## src/rtl/imem_loader.sv

```systemverilog
// Program loader: packs a big-endian byte stream into 32-bit words and writes
// them to instruction RAM at consecutive word addresses while holding the CPU.
module imem_loader #(
  parameter int          WORD_COUNT = 16,
  parameter logic [15:0] BASE_ADDR  = 16'h0000
) (
  input  logic        clk,
  input  logic        rst_n,
  input  logic        start,
  input  logic        byte_valid,
  input  logic [7:0]  byte_data,
  output logic        byte_ready,
  output logic        wr_en,
  output logic [15:0] wr_addr,
  output logic [31:0] wr_data,
  output logic        cpu_hold,
  output logic        done
);

  typedef enum logic [1:0] {
    S_IDLE,
    S_COLLECT,
    S_WRITE,
    S_DONE
  } state_e;

  localparam logic [15:0] LAST_IDX = 16'(WORD_COUNT - 1);

  state_e      state_q, state_d;
  logic [1:0]  cnt_q, cnt_d;
  logic [15:0] idx_q, idx_d;
  logic [23:0] shift_q, shift_d;
  logic [15:0] addr_q, addr_d;
  logic [31:0] data_q, data_d;

  // NOTE: state registers use non-blocking assignments so every flop samples
  // the pre-edge value of its neighbours, independent of statement order.
  always_ff @(posedge clk or negedge rst_n) begin
    if (!rst_n) begin
      state_q <= S_IDLE;
      cnt_q   <= '0;
      idx_q   <= '0;
      shift_q <= '0;
      addr_q  <= BASE_ADDR;
      data_q  <= '0;
    end else begin
      state_q <= state_d;
      cnt_q   <= cnt_d;
      idx_q   <= idx_d;
      shift_q <= shift_d;
      addr_q  <= addr_d;
      data_q  <= data_d;
    end
  end

  // NOTE: every combinational output gets a default first so no path through
  // the case statement leaves a signal unassigned (which would infer a latch).
  always_comb begin
    state_d    = state_q;
    cnt_d      = cnt_q;
    idx_d      = idx_q;
    shift_d    = shift_q;
    addr_d     = addr_q;
    data_d     = data_q;
    byte_ready = 1'b0;
    wr_en      = 1'b0;
    cpu_hold   = 1'b0;
    done       = 1'b0;

    unique case (state_q)
      S_IDLE, S_DONE: begin
        done = (state_q == S_DONE);
        if (start) begin
          state_d = S_COLLECT;
          cnt_d   = '0;
          idx_d   = '0;
          shift_d = '0;
        end
      end
      S_COLLECT: begin
        byte_ready = 1'b1;
        cpu_hold   = 1'b1;
        if (byte_valid) begin
          cnt_d   = cnt_q + 2'd1;
          shift_d = {shift_q[15:0], byte_data};
          if (cnt_q == 2'd3) begin
            // Earlier bytes sit higher in the shift register: big-endian word.
            data_d  = {shift_q, byte_data};
            addr_d  = BASE_ADDR + idx_q;
            state_d = S_WRITE;
          end
        end
      end
      S_WRITE: begin
        wr_en    = 1'b1;
        cpu_hold = 1'b1;
        if (idx_q == LAST_IDX) begin
          state_d = S_DONE;
        end else begin
          idx_d   = idx_q + 16'd1;
          state_d = S_COLLECT;
        end
      end
      default: state_d = S_IDLE;
    endcase
  end

  assign wr_addr = addr_q;
  assign wr_data = data_q;

endmodule

```

## config.mk

```make
export PLATFORM = sky130hd
export DESIGN_NAME = imem_loader
export DESIGN_NICKNAME = d
export VERILOG_FILES = /design/src/rtl/imem_loader.sv
export SDC_FILE = /design/constraint.sdc
export NUM_CORES = 1
export LEC_CHECK = 0
export ABC_CLOCK_PERIOD_IN_PS = 3700
export BUFFER_PORTS_ARGS = -buffer_cell sky130_fd_sc_hd__buf_2
export CAP_MARGIN = 20
export CORE_MARGIN = 4
export CORE_UTILIZATION = 50
export CTS_CLUSTER_DIAMETER = 80
export DETAILED_ROUTE_END_ITERATION = 10
export PLACE_DENSITY = 0.81
export SYNTH_ARGS = -nofsm -noshare
export SYNTH_HDL_FRONTEND = slang
export SYNTH_SLANG_ARGS = --single-unit
```

## constraint.sdc

```tcl
create_clock -name clk -period 3.7 [get_ports clk]
set_input_delay 1.11 -clock clk [delete_from_list [all_inputs] [get_ports clk]]
set_output_delay 1.11 -clock clk [all_outputs]
set_load 0.02 [all_outputs]
```

# Word-level counts from Yosys, hierarchy flattened

Index checks and enable logic that the tools add are counted.

Word-level logic and storage cells: 44
Flip-flop bits (word level): 92
Bits in read-only memories: 0
Bits in latches: 0
Memories: 0
Memory bits (writable): 0

$add $sub $neg: 2
Shift operators: 0
Multiplexer cells: 18
Div/mod/pow operators: 0
Reduce and logical (&&, ||, !) cells: 9
Bitwise logic cells: 0
Equal/unequal tests: 9
Multipliers: 0
Order comparisons: 0

Operators by type and width:

| kind                                                                    | count |
|---|---|
| 24-bit 2-to-1 mux                                                       | 2 |
| 24-bit case mux with 2 select lines                                     | 1 |
| 16-bit 2-to-1 mux                                                       | 2 |
| 16-bit case mux with 2 select lines                                     | 1 |
| 16-bit by 1-bit adder with 16-bit output (second input constant)        | 1 |
| 16-bit by 4-bit equality test with 1-bit output (second input constant) | 1 |
| 2-bit 2-to-1 mux                                                        | 6 |
| 3-bit AND reduction                                                     | 4 |
| 2-bit != test (second input constant)                                   | 4 |
| 2-bit equality test (second input constant)                             | 3 |
| 2-bit case mux with 3 select lines                                      | 1 |
| 1-bit 2-to-1 mux                                                        | 4 |
| 2-bit case mux with 2 select lines                                      | 1 |
| 2-bit nonzero test                                                      | 2 |
| 2-bit OR reduction                                                      | 2 |
| 2-bit by 1-bit adder with 2-bit output (second input constant)          | 1 |
| 2-bit by 1-bit equality test with 1-bit output (second input constant)  | 1 |
| 2-bit logical NOT                                                       | 1 |

# Longest topological paths before layout

Gate-level depths: netlist (run 1).

Depth in word-level cells: 4
Gate-level depth with buffers: 8
Mapped depth without buffers: 7

# Least setup slack after synthesis (run 1)

No wires, ideal clock.

Path kind: in2reg
From: in byte_valid
To: reg addr_q[0], in the netlist wr_addr[0]
Buffers on the path: 2
Arrival time: 2.131 ns
Stages on the path: 4
Slack: 1.444 ns
Cell sequence: nand3_1 > clkbuf_1 > buf_2 > mux2_2

Word-level cells in the longest chain between the ends: 1

Ends and longest elaborated chain:

| element                       | line | source |
|---|---|---|
| from (decl)                   | 10   | `input logic byte_valid,` |
| 3-bit AND reduction (no line) | --   |  |
| to (signal assigned)          | 51   | `addr_q <= addr_d;` |
| to (decl)                     | 33   | `logic [15:0] addr_q, addr_d;` |

Every way passes these cells.
A chain may end at the register's enable or synchronous reset.

# Worst setup path after layout (run 1)

From: reg state_q[0]
To: out cpu_hold

Word-level cells in the longest chain between the ends: 3
Elaborated cells between the ends (all ways): 4

Ends and longest elaborated chain:

| element                                                                               | line | source |
|---|---|---|
| from (decl)                                                                           | 29   | `state_e state_q, state_d;` |
| from (signal assigned)                                                                | 47   | `state_q <= state_d;` |
| 2-bit equality test or 2-bit by 1-bit equality test with 1-bit output (tied branches) | 70   | `unique case (state_q)` |
| 2-bit OR reduction (no line) *                                                        | --   |  |
| 1-bit 2-to-1 mux *                                                                    | 70   |  |
| to (decl)                                                                             | 16   | `output logic cpu_hold,` |

Every way passes the cells marked *; elsewhere a longest branch is shown, timed or not.

==> results of run 1 <==
[sequential cells by signal (all words and copies together), names as in the netlist]
register / cells
cnt_q: 2
idx_q: 16
shift_q: 24
state_q: 2
wr_addr: 16
wr_data: 32
[worst register-to-register path, stage by stage, from the launching register on]
cell     delay, ns
dfrtp_1       0.46
inv_1         0.10
ha_1          0.38
or3b_4        0.47
o21ai_4       0.40
nor3_1        0.10
a211o_1       0.28
[metrics by stage]
stage	hold slack, ns	total power [mW]	instance area, um2
floorplan	0.4557	2.239	3825
global placement	0.4830	2.552	4224
detailed placement	0.4802	2.601	4224
CTS	0.4949	3.220	4405
global route	0.5070	3.389	4405
finish	0.4944	3.191	4405
[layout make-up]
type	instances	area, um2	area share
clock buffer	9	123.9	0.02812
clock inverter	7	57.56	0.01306
inverter	4	15.01	0.003408
multi-input combinational	177	1443	0.3275
sequential	92	2302	0.5226
tap	99	123.9	0.02812
timing repair buffer	66	340.3	0.07725
[per-layer routing]
| metal | GRT usage | up-vias |
|---|---|---|
| li1 | - | 1178 |
| met1 | 0.2572 | 1273 |
| met2 | 0.2700 | 71 |
| met3 | 0.02841 | 17 |
| met4 | 0.09479 | 0 |
| met5 | 0 | - |
[placed cells by master, fill, tap and decap left out, types with 3 or more instances in the layout]
| cell | n |
|---|---|
| buf_4 | 4 |
| a31oi_1 | 3 |
| mux2_2 | 49 |
| o31ai_1 | 3 |
| nand2_1 | 21 |
| and3_1 | 4 |
| inv_1 | 4 |
| ha_1 | 6 |
| dfrtp_1 | 92 |
| buf_2 | 62 |
| clkbuf_8 | 9 |
| nor2_1 | 6 |
| nor3_1 | 4 |
| nand4_1 | 4 |
| o21ai_0 | 9 |
| a22o_1 | 25 |
| nand3_1 | 9 |
[logic make-up (layout without fill, tap and decap cells)]
logic type / after synthesis / in the layout / synth area share
multiplexers: 49 / 49 / 0.1443
AO/OA/AOI/OAI: 54 / 54 / 0.1116
buffers and inverters: 18 / 86 / 0.02290
AND/OR/NAND/NOR: 68 / 68 / 0.09977
adder cells (fa/ha/maj): 6 / 6 / 0.01963
flip-flops: 92 / 92 / 0.6019
[power by group through the flow]
| stage | sequential, mW | clock, mW | combinational [mW] |
|---|---|---|---|
| after floorplan | 1.62 | 0 | 0.615 |
| after global placement | 1.48 | 0 | 1.07 |
| after detailed placement | 1.50 | 0 | 1.10 |
| after CTS | 1.48 | 0.638 | 1.10 |
| after global routing | 1.52 | 0.679 | 1.19 |
| final | 1.48 | 0.620 | 1.09 |
[how the worst max path moves through the flow]
stage                     cells after the start  slack (ns)  startpoint          end
after floorplan                               4        1.44  byte_valid   wr_addr[0]
after detailed placement                      4        1.08  byte_valid  wr_data[15]
after global routing                          4        0.99  state_q[0]     cpu_hold
after CTS                                     4        1.04  state_q[0]     cpu_hold
after global placement                        4        1.10  byte_valid  wr_data[15]
final                                         4        1.03  state_q[0]     cpu_hold
==> results.md, run 1 <==
- Outcome: finished, final reports clean
- Cell count after synthesis: 287
- DR WL met2: 3.431 mm
- Root Buffer: clkbuf_8
- Slew margin rel.: 0.2979
- Int Pwr: 1.984 mW
- Comb pwr share: 0.343
- Wire length per cell: 16.63 um
- Post-synth EDFFs: 0
- Ranking of synthesized cells by area: dfrtp_1 (60%), mux2_2 (14%), a22o_1 (5.7%)
- CP required: 2.59 ns
- Fillers: 593
- TritonCTS Buffers: 9
- Final core occ: 0.6010
- Vias/cell: 5.593
- Share of post-route cells with drive strength above 1: 0.4028
- Reg power frac: 0.463
- P_leak: 2.265 nW
- Final ANT Viol Nets: 0
- CP cell instances: inv_1, ha_1, inv_1, buf_2
- Post-Place Worst Slack: 1.075 ns
- Critical R2R Capture: idx_q[9]
- Hold-fix buffers, CTS: 0
- Total grt overflow: 0
- Post-Layout Cell Count: 454
- Register bit total from synthesis: 92
- Sequential fraction of the synthesis area: 0.6019
- Starting density of the core: 0.5218
- Post-CTS Setup Bufs: 0
- CP dominant cell by count: inv_1
- Pins Over Slew Limit: 0
- HP Start: cnt_q[0]
- Final Hold Viols: 0
- Yosys warnings: 0
- Die area: 0.009114 mm2
- Tcrit/Tclk final: 0.7220
- Average size of a mapped cell: 13.33 um2
- I/O pin count: 64
- Core box area: 0.007331 mm2
- Area leader, netlist: dfrtp_1
- Setup ws final: 1.029 ns
- R2r setup slk: 1.40 ns
- Clk Latency, worst-skew pair: 0.36 ns
- Hold Path Stages: 1
- Ant. Diodes: 0
- Via count: 2,539
- Worst reg2reg startpoint: state_q[0]
- Post-synthesis cell type count: 43
- Clk pwr share: 0.194
- GRT Overall Usage: 0.1813
- Final HPWL DP: 5.255 mm
- Layout Nets: 368
- Delay-heaviest family, CP: flip-flops
- CP endpoint kind: output pin
- DIE WIDTH: 95.47 um
- Router iterations before antenna repair: 4
- Met1 wire length: 3.604 mm
- PortBufs: 63
- Dominant cell by count in the synthesized netlist: dfrtp_1
- H-tree Lvls: 3
- VDD IR max: 459.5 uV
- Final Wtd Congestion: 0.8810
- Syn_nets: 305
- RSZ-0062 raised after global routing: no
- Gates resized, CTS repair: 0
- Max Fclk: 0.3744 GHz
- WS Path Type: reg2out
- Core Rows: 31
- Synth top area share: 0.6019
- Sw frac: 0.3783
- CTS Buffer Depth: 2
- DRC viols: 0
- Worst-Margin Slew: 1.048 ns
- Clock-pin slew of the registers on the worst-case setup and hold paths: 0.09 ns
- Critical Path AT: 1.56 ns
- Ys async rst share: 1.000
- First-pass GRT wire length: 12.64 mm
- Clock Skew: 0.01041 ns
- Synth Cell Area: 0.003825 mm2
- Startpoint types: flop
- End of the worst hold path: cnt_q[0]
- Minimum clock period: 2.671 ns
- CP max-delay cell: dfrtp_1
- Placed cell count: 438
- Die Y: 95.47 um
- Max cap viols: 0
- FF-to-FF path depth: 6
- P&R area growth vs syn: 15.18%
- Synth Flop Type: dfrtp_1
- Vias in the first global route: 2,561
- Crit path buffers/inverters: 3
- Pwr dens: 724.4 mW/mm2
- CTS tree: yes
- Final setup violation count: 0
- Final wirelength: 7.552 mm
- CP max stage delay: 0.46 ns
- Sink Count: 92
- Starting DRC count in detailed routing: 189
- Initial antenna violation count: 0
- Most frequent cells after synthesis: dfrtp_1 (92), mux2_2 (49), a22o_1 (25), nand2_1 (21), nand3_1 (10)
- Top Layer Used: met4
- Met3 wire len: 324 um
- Crit-path max FO: 5
- P_sw: 1.207 mW
- Worst min path class: reg2reg
- Setup TNS: 0 ns
- Largest net degree at the start of global routing: 55
Power figures use the tool's default switching activity.
==> inputs of run 2 (changes only) <==
--- a/config.mk
+++ b/config.mk
@@ -5,7 +5,7 @@
 export SDC_FILE = /design/constraint.sdc
 export NUM_CORES = 1
 export LEC_CHECK = 0
-export ABC_CLOCK_PERIOD_IN_PS = 3700
+export ABC_CLOCK_PERIOD_IN_PS = 2750
 export BUFFER_PORTS_ARGS = -buffer_cell sky130_fd_sc_hd__buf_2
 export CAP_MARGIN = 20
 export CORE_MARGIN = 4
==> constraint.sdc (replaced) <==
create_clock -name clk -period 2.75 [get_ports clk]
set_input_delay 0.825 -clock clk [delete_from_list [all_inputs] [get_ports clk]]
set_output_delay 0.825 -clock clk [all_outputs]
set_load 0.02 [all_outputs]
==> run 2 against run 1 <==
First-iteration DRC count fell by 33%. Sequential share of layout area fell by 0.49 points. Cell count rose by 0.22%. Die area did not move. Wire length fell by 1.8%. Final area rose by 0.94%. Clock skew barely moved. Critical endpoint unchanged.
==> results.md, run 2 (synthesis results as in run 1) <==
- Largest net degree at the start of global routing: 49 (-11%)
- Power Total: 4.342 mW (+36%)
- Die Y: 95.47 um (unchanged)
- Final ANT Viol Nets: 0 (unchanged)
- Final Wtd Congestion: 0.8476 (-3.8%)
- Die area: 0.009114 mm2 (unchanged)
- Flip-flop count of the largest register after layout: 32 (unchanged)
- Core box area: 0.007331 mm2 (unchanged)
- Setup TNS: 0 ns (unchanged)
- Final setup violation count: 0 (unchanged)
- Startpoint types: flop
- PortBufs: 63 (unchanged)
- Placed cell count: 439 (+0.23%)
- Worst-Margin Slew: 1.015 ns (-0.03386 ns)
- Total grt overflow: 0 (unchanged)
- CP endpoint kind: output pin
- Worst reg2reg startpoint: state_q[0]
- Clock-pin slew of the registers on the worst-case setup and hold paths: 0.10 ns (about the same)
- Max cap viols: 0 (unchanged)
- I/O pin count: 64 (unchanged)
- Hold-fix buffers, CTS: 0 (unchanged)
- Sink Count: 92 (unchanged)
- Router iterations before antenna repair: 5 (+1)
- Starting density of the core: 0.5218 (unchanged)
- Pins Over Slew Limit: 0 (unchanged)
- Outcome: finished, final reports clean
- Share of post-route cells with drive strength above 1: 0.4045 (+0.001677)
- Core Rows: 31 (unchanged)
- Initial antenna violation count: 0 (unchanged)
- P&R area growth vs syn: 16.26%
- R2r setup slk: 0.52 ns (-0.88 ns)
- Vias/cell: 5.607 (+0.25%)
- Crit-path max FO: 5 (unchanged)
- Ant. Diodes: 0 (unchanged)
- CP cell instances: inv_1, ha_1, inv_1, buf_2
- Slew margin rel.: 0.3206 (+0.02267)
- Post-Place Worst Slack: 0.4665 ns (-0.6088 ns)
- Max Fclk: 0.4278 GHz
- Fin area: 0.004447 mm2 (+0.94%)
- CP max stage delay: 0.45 ns (about the same)
- P_leak: 2.284 nW (+0.85%)
- Vias in the first global route: 2,464 (-3.8%)
- Tcrit/Tclk final: 0.8501
- Post-DP Area: 0.004257 mm2 (+0.77%)
- Starting DRC count in detailed routing: 126 (-33%)
- H-tree Lvls: 3 (unchanged)
- GRT Overall Usage: 0.1724 (-0.008815)
- Layout Nets: 369 (+0.27%)
- Clk Latency, worst-skew pair: 0.36 ns (about the same)
- Final HPWL DP: 5.183 mm (-1.4%)
- Wire length per cell: 16.29 um (-2.1%)
- CP required: 1.93 ns (-0.66 ns)
- DRC viols: 0 (unchanged)
- CTS Buffer Depth: 2 (unchanged)
- Commonest non-fill, non-tap cell in the layout: dfrtp_1
- Gates resized, CTS repair: 0 (unchanged)
- Clock Skew: 0.01012 ns (-0.0002958 ns)
- CTS tree: yes
- Minimum clock period: 2.338 ns
- Worst min path class: in2async
- Pwr dens: 976.5 mW/mm2 (+35%)
- VDD IR max: 639.4 uV (+39%)
- Via count: 2,551 (+0.47%)
- TritonCTS Buffers: 9 (unchanged)
- RSZ-0062 raised after global routing: no
- Post-Layout Cell Count: 455 (+0.22%)
- Setup ws final: 0.4122 ns (-0.6166 ns)
- Critical Path AT: 1.51 ns (-0.05 ns)
- Final wirelength: 7.413 mm (-1.8%)
- Most frequent cells in the layout: dfrtp_1 (92), buf_2 (62), mux2_2 (49), a22o_1 (25), nand2_1 (21)
- WS Path Type: reg2out
- CP max-delay cell: dfrtp_1
- Final Hold Viols: 0 (unchanged)
- Root Buffer: clkbuf_8
- First-pass GRT wire length: 12.08 mm (-4.4%)
- Post-CTS Setup Bufs: 0 (unchanged)
- CP dominant cell by count: inv_1
- DIE WIDTH: 95.47 um (unchanged)
- Critical R2R Capture: idx_q[9]
- FF-to-FF path depth: 6 (unchanged)
[run 2: worst max-delay path, delay by kind of cell (launching register included)]
| family | cells | cell delay [ns] |
|---|---|---|
| buffers and inverters | 3 | 0.37 |
| flip-flops | 1 | 0.45 |
| adder cells (fa/ha/maj) | 1 | 0.34 |
[run 2: cell type report]
cell class | count | area [um2]
Fill cell | 566 | 2884
Sequential cell | 92 | 2302
Multi-Input combinational cell | 177 | 1443
Timing Repair Buffer | 67 | 372.9
Clock buffer | 10 | 137.6
Tap cell | 99 | 123.9
Clock inverter | 6 | 52.55
Inverter | 4 | 15.01
[run 2: where the power goes]
group / internal (mW) / switching [mW] / leakage [nW]
registers: 1.73 / 0.251 / 1.23
logic: 0.619 / 0.878 / 0.958
clock network: 0.369 / 0.493 / 0.0918
total: 2.72 / 1.62 / 2.28
[run 2: how the worst max path moves through the flow]
stage,cells after the start,slack [ns],end,start
5_1_grt,3,0.35,wr_en,state_q[0]
2_1_floorplan,7,0.73,idx_q[3],state_q[0]
4_1_cts,4,0.40,cpu_hold,state_q[0]
3_3_place_gp,6,0.53,idx_q[14],start
3_5_place_dp,5,0.47,cnt_q[0],start
6_report,4,0.41,cpu_hold,state_q[0]
[run 2: metrics by stage]
| stage | util | hold slack [ns] |
|---|---|---|
| finish | 0.6066 | 0.4434 |
| global route | 0.6066 | 0.4875 |
| CTS | 0.6066 | 0.4598 |
| detailed placement | 0.5806 | 0.4878 |
| global placement | 0.5806 | 0.4754 |
| floorplan | - | 0.4557 |
[run 2: layer usage]
metal | up-vias | global-route usage | wire (um)
met4 | 0 | 0.08768 | 153
met3 | 14 | 0.03394 | 363
met2 | 70 | 0.2513 | 3464
met1 | 1279 | 0.2460 | 3431
li1 | 1188 | - | -
met5 | - | 0 | 0
